## config.mk

```make
export PLATFORM = sky130hd
export DESIGN_NAME = branch_ctrl
export DESIGN_NICKNAME = d
export VERILOG_FILES = /design/src/rtl/branch_ctrl.sv
export SDC_FILE = /design/constraint.sdc
export NUM_CORES = 1
export LEC_CHECK = 0
export CORE_AREA = 5 5 207 129
export DETAILED_ROUTE_END_ITERATION = 8
export DIE_AREA = 0 0 212 134
export PLACE_DENSITY = 0.86
export SLEW_MARGIN = 20
export SYNTH_ARGS = -nofsm -noshare
export SYNTH_HDL_FRONTEND = slang
export SYNTH_SLANG_ARGS = --single-unit
```

## constraint.sdc

```tcl
create_clock -name clock -period 9 [get_ports clock]
set_clock_uncertainty 0.1 [all_clocks]
set_input_delay 2.7 -clock clock [delete_from_list [all_inputs] [get_ports clock]]
set_output_delay 2.7 -clock clock [all_outputs]
set_load 0.05 [all_outputs]
```

## src/rtl/branch_ctrl.sv

```systemverilog
// EX-stage branch resolution: sequences the external comparator, decides taken/not-taken,
// drives the PC redirect and a multi-cycle front-end flush, and keeps saturating branch counters.
module branch_ctrl #(
  parameter int unsigned FLUSH_CYCLES = 2
) (
  input  logic        clock,
  input  logic        reset_n,
  input  logic        br_valid,
  output logic        br_ready,
  input  logic [1:0]  br_kind,
  input  logic [2:0]  br_funct3,
  input  logic [31:0] br_pc,
  input  logic [31:0] br_imm,
  input  logic [31:0] rs1_data,
  input  logic [31:0] rs2_data,
  input  logic        ops_ok,
  input  logic        kill,
  input  logic        cnt_clear,
  output logic [31:0] cmp_a,
  output logic [31:0] cmp_b,
  output logic        cmp_unsign,
  input  logic        cmp_eq,
  input  logic        cmp_lt,
  output logic        redirect_valid,
  output logic [31:0] redirect_pc,
  output logic        flush,
  output logic        done,
  output logic        illegal,
  output logic        misaligned,
  output logic [31:0] cnt_branches,
  output logic [31:0] cnt_taken
);

  typedef enum logic [1:0] {IDLE, WAIT_OPS, RESOLVE, FLUSH} state_e;

  localparam logic [1:0] KIND_BR   = 2'b00;
  localparam logic [1:0] KIND_JAL  = 2'b01;
  localparam logic [1:0] KIND_JALR = 2'b10;
  localparam logic [2:0] FLUSH_INIT = 3'(FLUSH_CYCLES);

  state_e      state_q, state_d;
  logic [1:0]  kind_q, kind_d;
  logic [2:0]  funct3_q, funct3_d;
  logic [31:0] pc_q, pc_d, imm_q, imm_d, rs1_q, rs1_d, rs2_q, rs2_d;
  logic [2:0]  fcnt_q, fcnt_d;
  logic        redirect_valid_q, redirect_valid_d;
  logic [31:0] redirect_pc_q, redirect_pc_d;
  logic        flush_q, flush_d, done_q, done_d;
  logic        illegal_q, illegal_d, misaligned_q, misaligned_d;
  logic [31:0] cnt_branches_q, cnt_branches_d, cnt_taken_q, cnt_taken_d;

  logic        taken, cond_ill, redirect_ok;
  logic [31:0] target;

  function automatic logic [31:0] sat_inc(input logic [31:0] v);
    return (v == 32'hFFFF_FFFF) ? v : v + 32'd1;
  endfunction

  assign br_ready   = (state_q == IDLE);
  assign cmp_a      = rs1_q;
  assign cmp_b      = rs2_q;
  assign cmp_unsign = funct3_q[1];

  // Resolution from the latched instruction and the comparator answer
  always_comb begin
    taken    = 1'b0;
    cond_ill = 1'b0;
    unique case (kind_q)
      KIND_BR: begin
        unique case (funct3_q)
          3'b000:         taken = cmp_eq;
          3'b001:         taken = !cmp_eq;
          3'b100, 3'b110: taken = cmp_lt;
          3'b101, 3'b111: taken = !cmp_lt;
          default:        cond_ill = 1'b1;
        endcase
      end
      KIND_JAL, KIND_JALR: taken = 1'b1;
      default:             taken = 1'b0;
    endcase
    if (kind_q == KIND_JALR) target = (rs1_q + imm_q) & 32'hFFFF_FFFE;
    else                     target = pc_q + imm_q;
    redirect_ok = taken & ~target[1];
  end

  always_comb begin
    state_d          = state_q;
    kind_d           = kind_q;
    funct3_d         = funct3_q;
    pc_d             = pc_q;
    imm_d            = imm_q;
    rs1_d            = rs1_q;
    rs2_d            = rs2_q;
    fcnt_d           = fcnt_q;
    redirect_valid_d = 1'b0;
    redirect_pc_d    = redirect_pc_q;
    flush_d          = 1'b0;
    done_d           = 1'b0;
    illegal_d        = 1'b0;
    misaligned_d     = 1'b0;
    cnt_branches_d   = cnt_branches_q;
    cnt_taken_d      = cnt_taken_q;

    if (kill) begin
      state_d = IDLE;
    end else begin
      unique case (state_q)
        IDLE: begin
          if (br_valid) begin
            kind_d   = br_kind;
            funct3_d = br_funct3;
            pc_d     = br_pc;
            imm_d    = br_imm;
            if (ops_ok) begin
              rs1_d   = rs1_data;
              rs2_d   = rs2_data;
              state_d = RESOLVE;
            end else begin
              state_d = WAIT_OPS;
            end
          end
        end
        WAIT_OPS: begin
          if (ops_ok) begin
            rs1_d   = rs1_data;
            rs2_d   = rs2_data;
            state_d = RESOLVE;
          end
        end
        RESOLVE: begin
          done_d       = 1'b1;
          illegal_d    = cond_ill;
          misaligned_d = taken & target[1];
          if (redirect_ok) begin
            redirect_valid_d = 1'b1;
            redirect_pc_d    = target;
            flush_d          = 1'b1;
            fcnt_d           = FLUSH_INIT;
            state_d          = FLUSH;
          end else begin
            state_d = IDLE;
          end
          if (kind_q == KIND_BR) begin
            cnt_branches_d = sat_inc(cnt_branches_q);
            if (redirect_ok) cnt_taken_d = sat_inc(cnt_taken_q);
          end
        end
        FLUSH: begin
          fcnt_d = fcnt_q - 3'd1;
          // flush is registered, so it stays up only while more flush cycles remain
          if (fcnt_q <= 3'd1) state_d = IDLE;
          else                flush_d = 1'b1;
        end
        default: state_d = IDLE;
      endcase
    end

    if (cnt_clear) begin
      cnt_branches_d = '0;
      cnt_taken_d    = '0;
    end
  end

  always_ff @(posedge clock or negedge reset_n) begin
    if (!reset_n) begin
      state_q          <= IDLE;
      kind_q           <= '0;
      funct3_q         <= '0;
      pc_q             <= '0;
      imm_q            <= '0;
      rs1_q            <= '0;
      rs2_q            <= '0;
      fcnt_q           <= '0;
      redirect_valid_q <= 1'b0;
      redirect_pc_q    <= '0;
      flush_q          <= 1'b0;
      done_q           <= 1'b0;
      illegal_q        <= 1'b0;
      misaligned_q     <= 1'b0;
      cnt_branches_q   <= '0;
      cnt_taken_q      <= '0;
    end else begin
      state_q          <= state_d;
      kind_q           <= kind_d;
      funct3_q         <= funct3_d;
      pc_q             <= pc_d;
      imm_q            <= imm_d;
      rs1_q            <= rs1_d;
      rs2_q            <= rs2_d;
      fcnt_q           <= fcnt_d;
      redirect_valid_q <= redirect_valid_d;
      redirect_pc_q    <= redirect_pc_d;
      flush_q          <= flush_d;
      done_q           <= done_d;
      illegal_q        <= illegal_d;
      misaligned_q     <= misaligned_d;
      cnt_branches_q   <= cnt_branches_d;
      cnt_taken_q      <= cnt_taken_d;
    end
  end

  assign redirect_valid = redirect_valid_q;
  assign redirect_pc    = redirect_pc_q;
  assign flush          = flush_q;
  assign done           = done_q;
  assign illegal        = illegal_q;
  assign misaligned     = misaligned_q;
  assign cnt_branches   = cnt_branches_q;
  assign cnt_taken      = cnt_taken_q;

endmodule

```

==> run_results.csv, run 1 <==
group,metric,value,unit
critical_path,start_kind,"input pin",
detailed_routing,final_antenna_net_count,0,
clock_network,cts_sinks,239,
synthesis,synth_top_area_share,45.3,%
critical_path,worst_setup_path_end_kind,"flip-flop",
synthesis,syn_area_per_cell,10.5,um2
clock_network,cts_buffers,24,
clock_network,cts_max_level,1,
critical_path,required,9.37,ns
floorplan,initial_core_util,53.4,%
floorplan,die_h,134,um
clock_network,ctsHoldBuffers,0,
pwr,p_per_area,300,nW/um2
run_status,status,"finished, final reports clean",
synthesis,ys_warn_count,0,
cells_and_area,fill_cells,1795,
synthesis,ys_async_sr_fraction,100,%
sta,relSlewSlack,36.7,%
synthesis,synth_edf_count,0,
global_route,met1_usage,38.3,%
detailed_routing,wl_per_cell,20.4,um
synthesis,syn-cell-area,13200,um2
synthesis,syn_nets,1467,
sta,max_freq,193,MHz
global_route,grt-ovfl-total,0,
floorplan,io_pins,308,
synthesis,synth-compound-area-share,12.7,%
global_route,grt_usage,26.4,%
sta,fin_crit,5.17,ns
sta,finalSetupTns,0,ns
placement,gp_congestion,0.945,
synthesis,synth-simple-area-share,14.3,%
floorplan,coreArea,24700,um2
critical_path,crit_fanout,49,
global_route,grt_max_degree,99,
synthesis,synthAdderAreaFrac,6.74,%
detailed_routing,vias,11085,
detailed_routing,drtIter0Drc,884,
global_route,grt_pass1_vias,11096,
global_route,use_met3,8.13,%
synthesis,synth_xor_area_share,7.49,%
clock_network,insertion_delay,0.54,ns
cells_and_area,areaGrowthSynthToFinish,31.1,%
pwr,ir_worst_vdd,0.000223,V
synthesis,synth.largest_area_cell,"dfrtp_1",
placement,dp_hpwl,29200,um
synthesis,ys_seq_area_share,45.3,%
cells_and_area,insertedDiodeCount,0,
sta,finalSetupViolations,0,
detailed_routing,viasPerCell,5.85,
sta,timing.final.crit_share,57.5,%
floorplan,fp.dieW,212,um
floorplan,rows,45,
detailed_routing,drc,0,
sta,hold_viol,0,
clock_network,cts_tree,"yes",
global_route,antenna_found_initial,0,
sta,rsz0062_at_grt,"no",
global_route,grt_busiest_layer,"met2",
clock_network,cts.clk_slew.worst_paths,0.07,ns
floorplan,die_area,28400,um2
cells_and_area,final_layout_size_suffix_gt1_share,13.5,%
clock_network,cts_resized,0,
clock_network,cts_buffer_depth,3,
sta,drv_slew,0,
synthesis,synth_top_family_by_area,"simple AND/OR/NAND/NOR gates",
placement,io_buffers,307,
synthesis,synth.distinct_cells,79,
critical_path,setup.worst_path.class,"in2reg",
synthesis,muxShareOfSynthArea,11.2,%
hold_path,hp-class,"reg2reg",
detailed_routing,wl,38800,um
cells_and_area,final_nets,1760,
synthesis,synthFlopType,"dfrtp_1",
detailed_routing,drtPass1Iterations,7,
critical_path,worstPathArrival,5.55,ns
job,max_cap_viol_count,0,
sta,worst_pin_slew,0.950,ns
synthesis,netlist_instances,1256,
pwr,p_leak,7.33,nW
synthesis,ys_ff_latch,239,
synthesis,synthTopCellsByArea,"dfrtp_1 (45%), mux2_2 (11%), ha_1 (6.4%), xor2_1 (4.2%), xnor2_1 (3.3%)",
clock_network,cts_root_buffer,"clkbuf_16",
cells_and_area,fin_util,70.1,%
clock_network,post_cts_buffers,0,
global_route,grt_use_met2,39.7,%
global_route,grt_pass1_wl,60700,um
final cells by class:
cell class,instances,area [um2],share of cell area (%)
Clock buffer,33,696,4.02
Clock inverter,11,91.3,0.527
Inverter,21,78.8,0.455
Multi-Input combinational cell,948,6940,40.0
Sequential cell,239,5980,34.5
Tap cell,329,412,2.38
Timing Repair Buffer,315,3130,18.1
cell usage in the layout (no fill, tap or decap), types with 21 or more instances in the layout:
cell and instances:
a21o_1 27, a21oi_1 62, clkbuf_16 25, clkdlybuf4s50_1 305
dfrtp_1 239, ha_1 68, inv_1 21, mux2_2 128
nand2_1 109, nand3_1 40, nand4_1 26, nor2_1 108
o21ai_0 67, xnor2_1 50, xor2_1 63
cell usage after synthesis, types with 9 or more instances:
library cell,n
dfrtp_1,239
nand3_1,40
nand2_1,109
inv_1,21
nor3_1,15
nand4_1,26
and3_1,13
o21ai_0,67
and4_1,10
o211ai_1,10
xnor2_1,50
mux2_2,128
a31oi_1,12
o21bai_1,10
a21o_1,27
o21a_1,11
clkbuf_1,35
or3_1,9
a21oi_1,62
ha_1,68
xor2_1,63
nor2_1,109
nand2b_1,10
power breakdown:
group | switching (mW) | total, mW | internal, mW | leakage [nW]
registers | 0.189 | 1.50 | 1.31 | 3.01
logic | 1.65 | 2.69 | 1.04 | 3.94
clock network | 0.435 | 1.01 | 0.571 | 0.384
total | 2.27 | 5.19 | 2.92 | 7.33
routing by layer:
metal  up-vias  routed length, um  share of wire, %
met5         -                  0                 0
met4         0                739               1.9
met3        57               3760               9.7
met2       499              16900                44
met1      5431              17300                45
li1       5098                  -                 -
path summary, 6_finish.rpt:
check / startpoint / end / slack, ns / cells past startpoint
worst max-delay path: cmp_eq / redirect_pc[24]$_DFFE_PN0P_ / 3.83 / 10
worst min-delay path: redirect_pc[0]$_DFFE_PN0P_ / redirect_pc[0]$_DFFE_PN0P_ / 0.37 / 2
worst max register to register: imm_q[0]$_DFFE_PN0P_ / redirect_pc[30]$_DFFE_PN0P_ / 5.44 / 12
worst min register to register: redirect_pc[0]$_DFFE_PN0P_ / redirect_pc[0]$_DFFE_PN0P_ / 0.37 / 2
max in group asynchronous: reset_n / cnt_branches[20]$_DFFE_PN0P_ / 5.19 / 2
min in group asynchronous: reset_n / cmp_a[12]$_DFFE_PN0P_ / 2.07 / 1
worst max-delay path, stage by stage:
cell and delay [ns]:
clkdlybuf4s50_1 0.43, o311ai_1 0.25, a31oi_1 0.20, nor3_2 0.35
nand2_1 0.13, buf_4 0.31, inv_1 0.42, nand2_1 0.25
or3_1 0.41, nand3_1 0.08
state kept, by name, indices dropped and copies added (netlist names):
name,flops
misaligned,1
kind_q,2
state_q,2
pc_q,32
funct3_q,3
flush,1
cmp_b,32
done,1
fcnt_q,3
cnt_taken,32
illegal,1
imm_q,32
redirect_valid,1
cmp_a,32
redirect_pc,32
cnt_branches,32
through the flow:
step / hold WS (ns) / setup slack (ns) / power [mW] / instance area (um2) / instances
2_1_floorplan: 0.366 / 4.56 / 3.32 / 13200 / 1256
3_5_place_dp: 0.361 / 3.32 / 4.14 / 16500 / 1852
6_report: 0.374 / 3.83 / 5.19 / 17300 / 1896
3_3_place_gp: 0.352 / 3.43 / 4.09 / 16500 / 1852
4_1_cts: 0.376 / 3.87 / 5.17 / 17300 / 1896
5_1_grt: 0.402 / 3.64 / 5.45 / 17300 / 1896
logic make-up (layout without fill, tap and decap cells):
| kind of cell | count (synthesis) | in the layout |
|---|---|---|
| compound gates | 255 | 255 |
| xor+xnor | 113 | 113 |
| fa+ha+maj | 70 | 70 |
| buf+inv | 69 | 380 |
| flops | 239 | 239 |
| mux | 132 | 132 |
| simple gates | 378 | 378 |
Note: power is estimated with default switching activity, not from simulation.
==> run 2: changes to the inputs <==
- CORE_AREA: 5 5 207 129 -> 5 5 214 133
- DIE_AREA: 0 0 212 134 -> 0 0 219 138
- PLACE_DENSITY: 0.86 -> 0.81
- clock period: 9 -> 5.2 ns (I/O delays scaled with it)
==> run_results.csv, run 2 (synthesis gave the netlist of run 1 again) <==
group,metric,value,unit
pwr,p_leak,7.43,nW
cells_and_area,layout_common_cells,"clkdlybuf4s50_1 (305), dfrtp_1 (239), mux2_2 (128)",
hold_path,whs_endpoint,"redirect_pc[0]$_DFFE_PN0P_",
global_route,grt-ovfl-total,0,
global_route,use_met3,7.00,%
global_route,grt_usage,25.1,%
clock_network,cts_sinks,239,
floorplan,coreArea,26100,um2
critical_path,worst_setup_path_end_kind,"flip-flop",
critical_path,reg2reg_depth,12,
critical_path,setup.worst_path.class,"in2reg",
pwr,ir_worst_vdd,0.000357,V
cells_and_area,final_layout_size_suffix_gt1_share,13.8,%
sta,drv_slew,0,
sta,max_freq,264,MHz
floorplan,rows,46,
critical_path,reg2reg_from,"imm_q[0]$_DFFE_PN0P_",
sta,finalSetupTns,0,ns
detailed_routing,drc,0,
global_route,antenna_found_initial,0,
placement,io_buffers,307,
cells_and_area,fill_cells,2056,
critical_path,timing.rr.end,"redirect_pc[30]$_DFFE_PN0P_",
pwr,total_power,9.26,mW
hold_path,hp-class,"reg2reg",
critical_path,critPathBufInv,1,
hold_path,hold_depth,2,
detailed_routing,vias,10969,
critical_path,crit_fanout,7,
clock_network,cts_max_level,1,
critical_path,cpLargestDelayFamily,"simple AND/OR/NAND/NOR gates",
critical_path,start_kind,"input pin",
global_route,grt_busiest_layer,"met1",
cells_and_area,areaGrowthSynthToFinish,32.9,%
sta,finalSetupViolations,0,
clock_network,cts.clk_slew.worst_paths,0.07,ns
clock_network,ctsHoldBuffers,0,
critical_path,cpPeakStageDelay,0.60,ns
detailed_routing,wl,38700,um
critical_path,worstPathArrival,4.13,ns
detailed_routing,viasPerCell,5.69,
job,max_cap_viol_count,0,
global_route,grt_use_met2,36.8,%
placement,dpl_cell_area,16600,um2
sta,fin_crit,3.78,ns
clock_network,cts_buffers,24,
sta,timing.final.crit_share,72.7,%
global_route,met1_usage,37.5,%
clock_network,insertion_delay,0.54,ns
floorplan,die_h,138,um
clock_network,cts_buffer_depth,3,
cells_and_area,final_nets,1761,
placement,dp_hpwl,29000,um
floorplan,die_area,30200,um2
detailed_routing,drtIter0Drc,1058,
floorplan,initial_core_util,50.6,%
cells_and_area,multiInputGateArea,6940,um2
clock_network,cts_resized,0,
pwr,p_per_area,528,nW/um2
sta,hold_viol,0,
run_status,status,"finished, final reports clean",
global_route,grt_max_degree,119,
placement,gp_congestion,0.925,
critical_path,required,5.55,ns
hold_path,min-delay-start,"redirect_pc[0]$_DFFE_PN0P_",
detailed_routing,drtPass1Iterations,5,
clock_network,post_cts_buffers,0,
critical_path,r2r_setup_slack,1.46,ns
cells_and_area,seq_area,5980,um2
global_route,grt_pass1_vias,10878,
cells_and_area,insertedDiodeCount,0,
sta,rsz0062_at_grt,"no",
global_route,grt_pass1_wl,61700,um
critical_path,cpMaxStageDelayCell,"clkdlybuf4s50_1",
detailed_routing,wl_per_cell,20.1,um
sta,relSlewSlack,36.6,%
sta,worst_pin_slew,0.952,ns
floorplan,io_pins,308,
critical_path,crit_chain,"clkdlybuf4s50_1 > nor3b_4 > and2_1 > o2111a_1 > o21ai_2 > nor3_4 > nand3_1 > or3_1 > a21oi_1",
clock_network,cts_tree,"yes",
detailed_routing,final_antenna_net_count,0,
cells_and_area,layout_commonest_cell,"clkdlybuf4s50_1",
floorplan,fp.dieW,219,um
clock_network,cts_root_buffer,"clkbuf_16",
cells_and_area,fin_area,17600,um2
-- run 2: changes by cell type in the layout (fill, tap and decap cells not counted), sizes merged --
cell / previous run / this run
clkbuf: 33 / 31
buf: 10 / 11
clkinvlp: 3 / 1
bufinv: 1 / 6
inv: 21 / 22
clkinv: 7 / 5
-- run 2: worst max-delay path by stage --
| stage | from | endpoint | slack, ns | cells after the start |
|---|---|---|---|---|
| floorplan | kill | cnt_branches[31]$_DFFE_PN0P_ | 1.90 | 8 |
| global placement | kill | cnt_branches[31]$_DFFE_PN0P_ | 0.99 | 9 |
| detailed placement | kill | cnt_branches[31]$_DFFE_PN0P_ | 0.90 | 9 |
| CTS | state_q[0]$_DFFE_PN0P_ | br_ready | 1.45 | 2 |
| global route | kill | cnt_branches[31]$_DFFE_PN0P_ | 1.24 | 9 |
| finish | kill | cnt_branches[31]$_DFFE_PN0P_ | 1.42 | 9 |
-- run 2: routing by layer --
| metal | up-vias | share of wire, % |
|---|---|---|
| li1 | 5115 | - |
| met1 | 5367 | 46 |
| met2 | 428 | 43 |
| met3 | 59 | 9.0 |
| met4 | 0 | 2.1 |
| met5 | - | 0 |
-- run 2: area by class of cell --
class	instances	area share, %
Multi-Input combinational cell	948	39.5
Inverter	21	0.449
Timing Repair Buffer	316	18.1
Clock inverter	13	1.28
Clock buffer	31	4.03
Sequential cell	239	34.1
Tap cell	360	2.57
-- run 2: where the power goes --
group          total [mW]  switching [mW]  internal [mW]
logic                4.64            2.83           1.81
clock network        2.04           0.783           1.26
registers            2.58           0.320           2.26
-- run 2: metrics by stage --
| step | hold slack (ns) | utilization, % | worst slack (ns) | cells |
|---|---|---|---|---|
| after floorplan | 0.366 | - | 1.90 | 1256 |
| final | 0.376 | 67.2 | 1.42 | 1928 |
| after detailed placement | 0.361 | 63.6 | 0.903 | 1884 |
| after CTS | 0.382 | 67.2 | 1.45 | 1928 |
| after global routing | 0.402 | 67.2 | 1.24 | 1928 |
| after global placement | 0.351 | 63.6 | 0.987 | 1884 |
-- run 2: worst min-delay path: cells and delay by family (launching register included) --
kind | cells | cell delay [ns]
flip-flops | 1 | 0.35
AND/OR/NAND/NOR | 2 | 0.10
==> run 3: changes to the inputs <==
- clock period: 5.2 -> 3.8 ns (I/O delays scaled with it)
==> run_results.csv, run 3 (synthesis gave the netlist of run 1 again) <==
group,metric,value,unit
run_status,status,"finished, final reports clean",
clock_network,cts.clk_slew.worst_paths,0.07,ns
pwr,ir_worst_vdd,0.000439,V
detailed_routing,wl_per_cell,20.2,um
detailed_routing,final_antenna_net_count,0,
floorplan,die_h,138,um
detailed_routing,vias,11059,
critical_path,reg2reg_depth,10,
global_route,grt-ovfl-total,0,
hold_path,min-delay-start,"redirect_pc[13]$_DFFE_PN0P_",
cells_and_area,layout_common_cells,"clkdlybuf4s50_1 (305), dfrtp_1 (239), mux2_2 (128)",
sta,timing.final.crit_share,88.9,%
clock_network,ctsHoldBuffers,0,
job,max_cap_viol_count,0,
sta,setup_ws,0.421,ns
global_route,grt_pass1_vias,10969,
clock_network,insertion_delay,0.52,ns
clock_network,cts_max_level,1,
clock_network,cts_tree,"yes",
floorplan,coreArea,26100,um2
floorplan,fp.dieW,219,um
detailed_routing,wl,39300,um
clock_network,cts_sinks,239,
sta,hold_viol,0,
global_route,antenna_found_initial,2,
clock_network,cts_resized,0,
critical_path,worstPathArrival,3.73,ns
critical_path,start_kind,"flip-flop",
placement,io_buffers,307,
placement,dp_hpwl,30200,um
sta,finalSetupTns,0,ns
floorplan,rows,46,
cells_and_area,fin_util,67.2,%
sta,finalSetupViolations,0,
cells_and_area,final_layout_size_suffix_gt1_share,14.1,%
clock_network,cts_root_buffer,"clkbuf_16",
critical_path,worst_setup_path_end_kind,"flip-flop",
detailed_routing,drtIter0Drc,935,
clock_network,cts_buffer_depth,3,
sta,max_freq,296,MHz
critical_path,cp-startpoint,"imm_q[3]$_DFFE_PN0P_",
sta,relSlewSlack,55.4,%
detailed_routing,viasPerCell,5.69,
critical_path,setup.worst_path.class,"reg2reg",
cells_and_area,layout_commonest_cell,"clkdlybuf4s50_1",
floorplan,initial_core_util,50.6,%
detailed_routing,drtPass1Iterations,5,
cells_and_area,fill_cells,2062,
global_route,grt_usage,25.4,%
cells_and_area,final_nets,1777,
global_route,grt_max_degree,73,
clock_network,cts_buffers,25,
global_route,grt_pass1_wl,62400,um
detailed_routing,drc,0,
sta,drv_slew,0,
pwr,p_leak,7.44,nW
hold_path,hold_depth,2,
sta,worst_pin_slew,0.668,ns
clock_network,post_cts_buffers,0,
critical_path,required,4.15,ns
floorplan,io_pins,308,
cells_and_area,areaGrowthSynthToFinish,33.0,%
placement,gp_congestion,0.932,
placement,dp_slack,0.210,ns
sta,fin_crit,3.38,ns
sta,rsz0062_at_grt,"no",
floorplan,die_area,30200,um2
hold_path,hp-class,"reg2reg",
critical_path,crit_fanout,4,
critical_path,reg2reg_from,"imm_q[3]$_DFFE_PN0P_",
pwr,p_per_area,703,nW/um2
[run 3: per-stage QoR]
stage                     std cells  area (um2)  hold WS, ns  total power, mW
after global placement         1899       16800        0.350             9.76
after detailed placement       1899       16800        0.363             9.88
after global routing           1944       17600        0.409             13.0
after CTS                      1942       17600        0.377             12.3
after floorplan                1256       13200        0.366             7.87
final                          1944       17600        0.375             12.3
[run 3: path summary, 6_finish.rpt]
path	endpoint	slack (ns)
max in group asynchronous	pc_q[5]$_DFFE_PN0P_	2.41
worst min register to register	redirect_pc[13]$_DFFE_PN0P_	0.38
worst min-delay path	redirect_pc[13]$_DFFE_PN0P_	0.38
min in group asynchronous	cmp_a[3]$_DFFE_PN0P_	0.48
worst max-delay path	redirect_pc[31]$_DFFE_PN0P_	0.42
worst max register to register	redirect_pc[31]$_DFFE_PN0P_	0.42
[run 3: worst max-delay path: stages, from the launching register on]
cell	delay [ns]
dfrtp_1	0.41
ha_1	0.37
o21ai_0	0.11
nor2_1	0.24
o22ai_1	0.24
o211ai_1	0.61
a21oi_1	0.27
o31ai_1	0.53
xnor2_1	0.19
a21oi_1	0.09
a31oi_1	0.16
[run 3: power by group]
group	total [mW]	switching, mW	internal (mW)
Clock	2.39	1.01	1.38
Combinational	6.41	3.90	2.51
Sequential	3.55	0.449	3.10
[run 3: per-layer routing]
metal | part of all wire, % | up-vias | GRT usage (%)
met1 | 46 | 5407 | 38.0
li1 | - | 5137 | -
met5 | 0 | - | 0
met4 | 2.1 | 0 | 5.55
met2 | 43 | 468 | 37.2
met3 | 8.8 | 47 | 6.74
[run 3: final cells by class]
class	count	area (um2)	area share [%]
sequential	239	5980	34.0
inverter	21	78.8	0.449
clock inverter	6	67.6	0.385
multi-input combinational	948	6940	39.5
timing repair buffer	331	3330	18.9
clock buffer	37	721	4.10
tap	360	450	2.56
antenna	2	5.00	0.0285
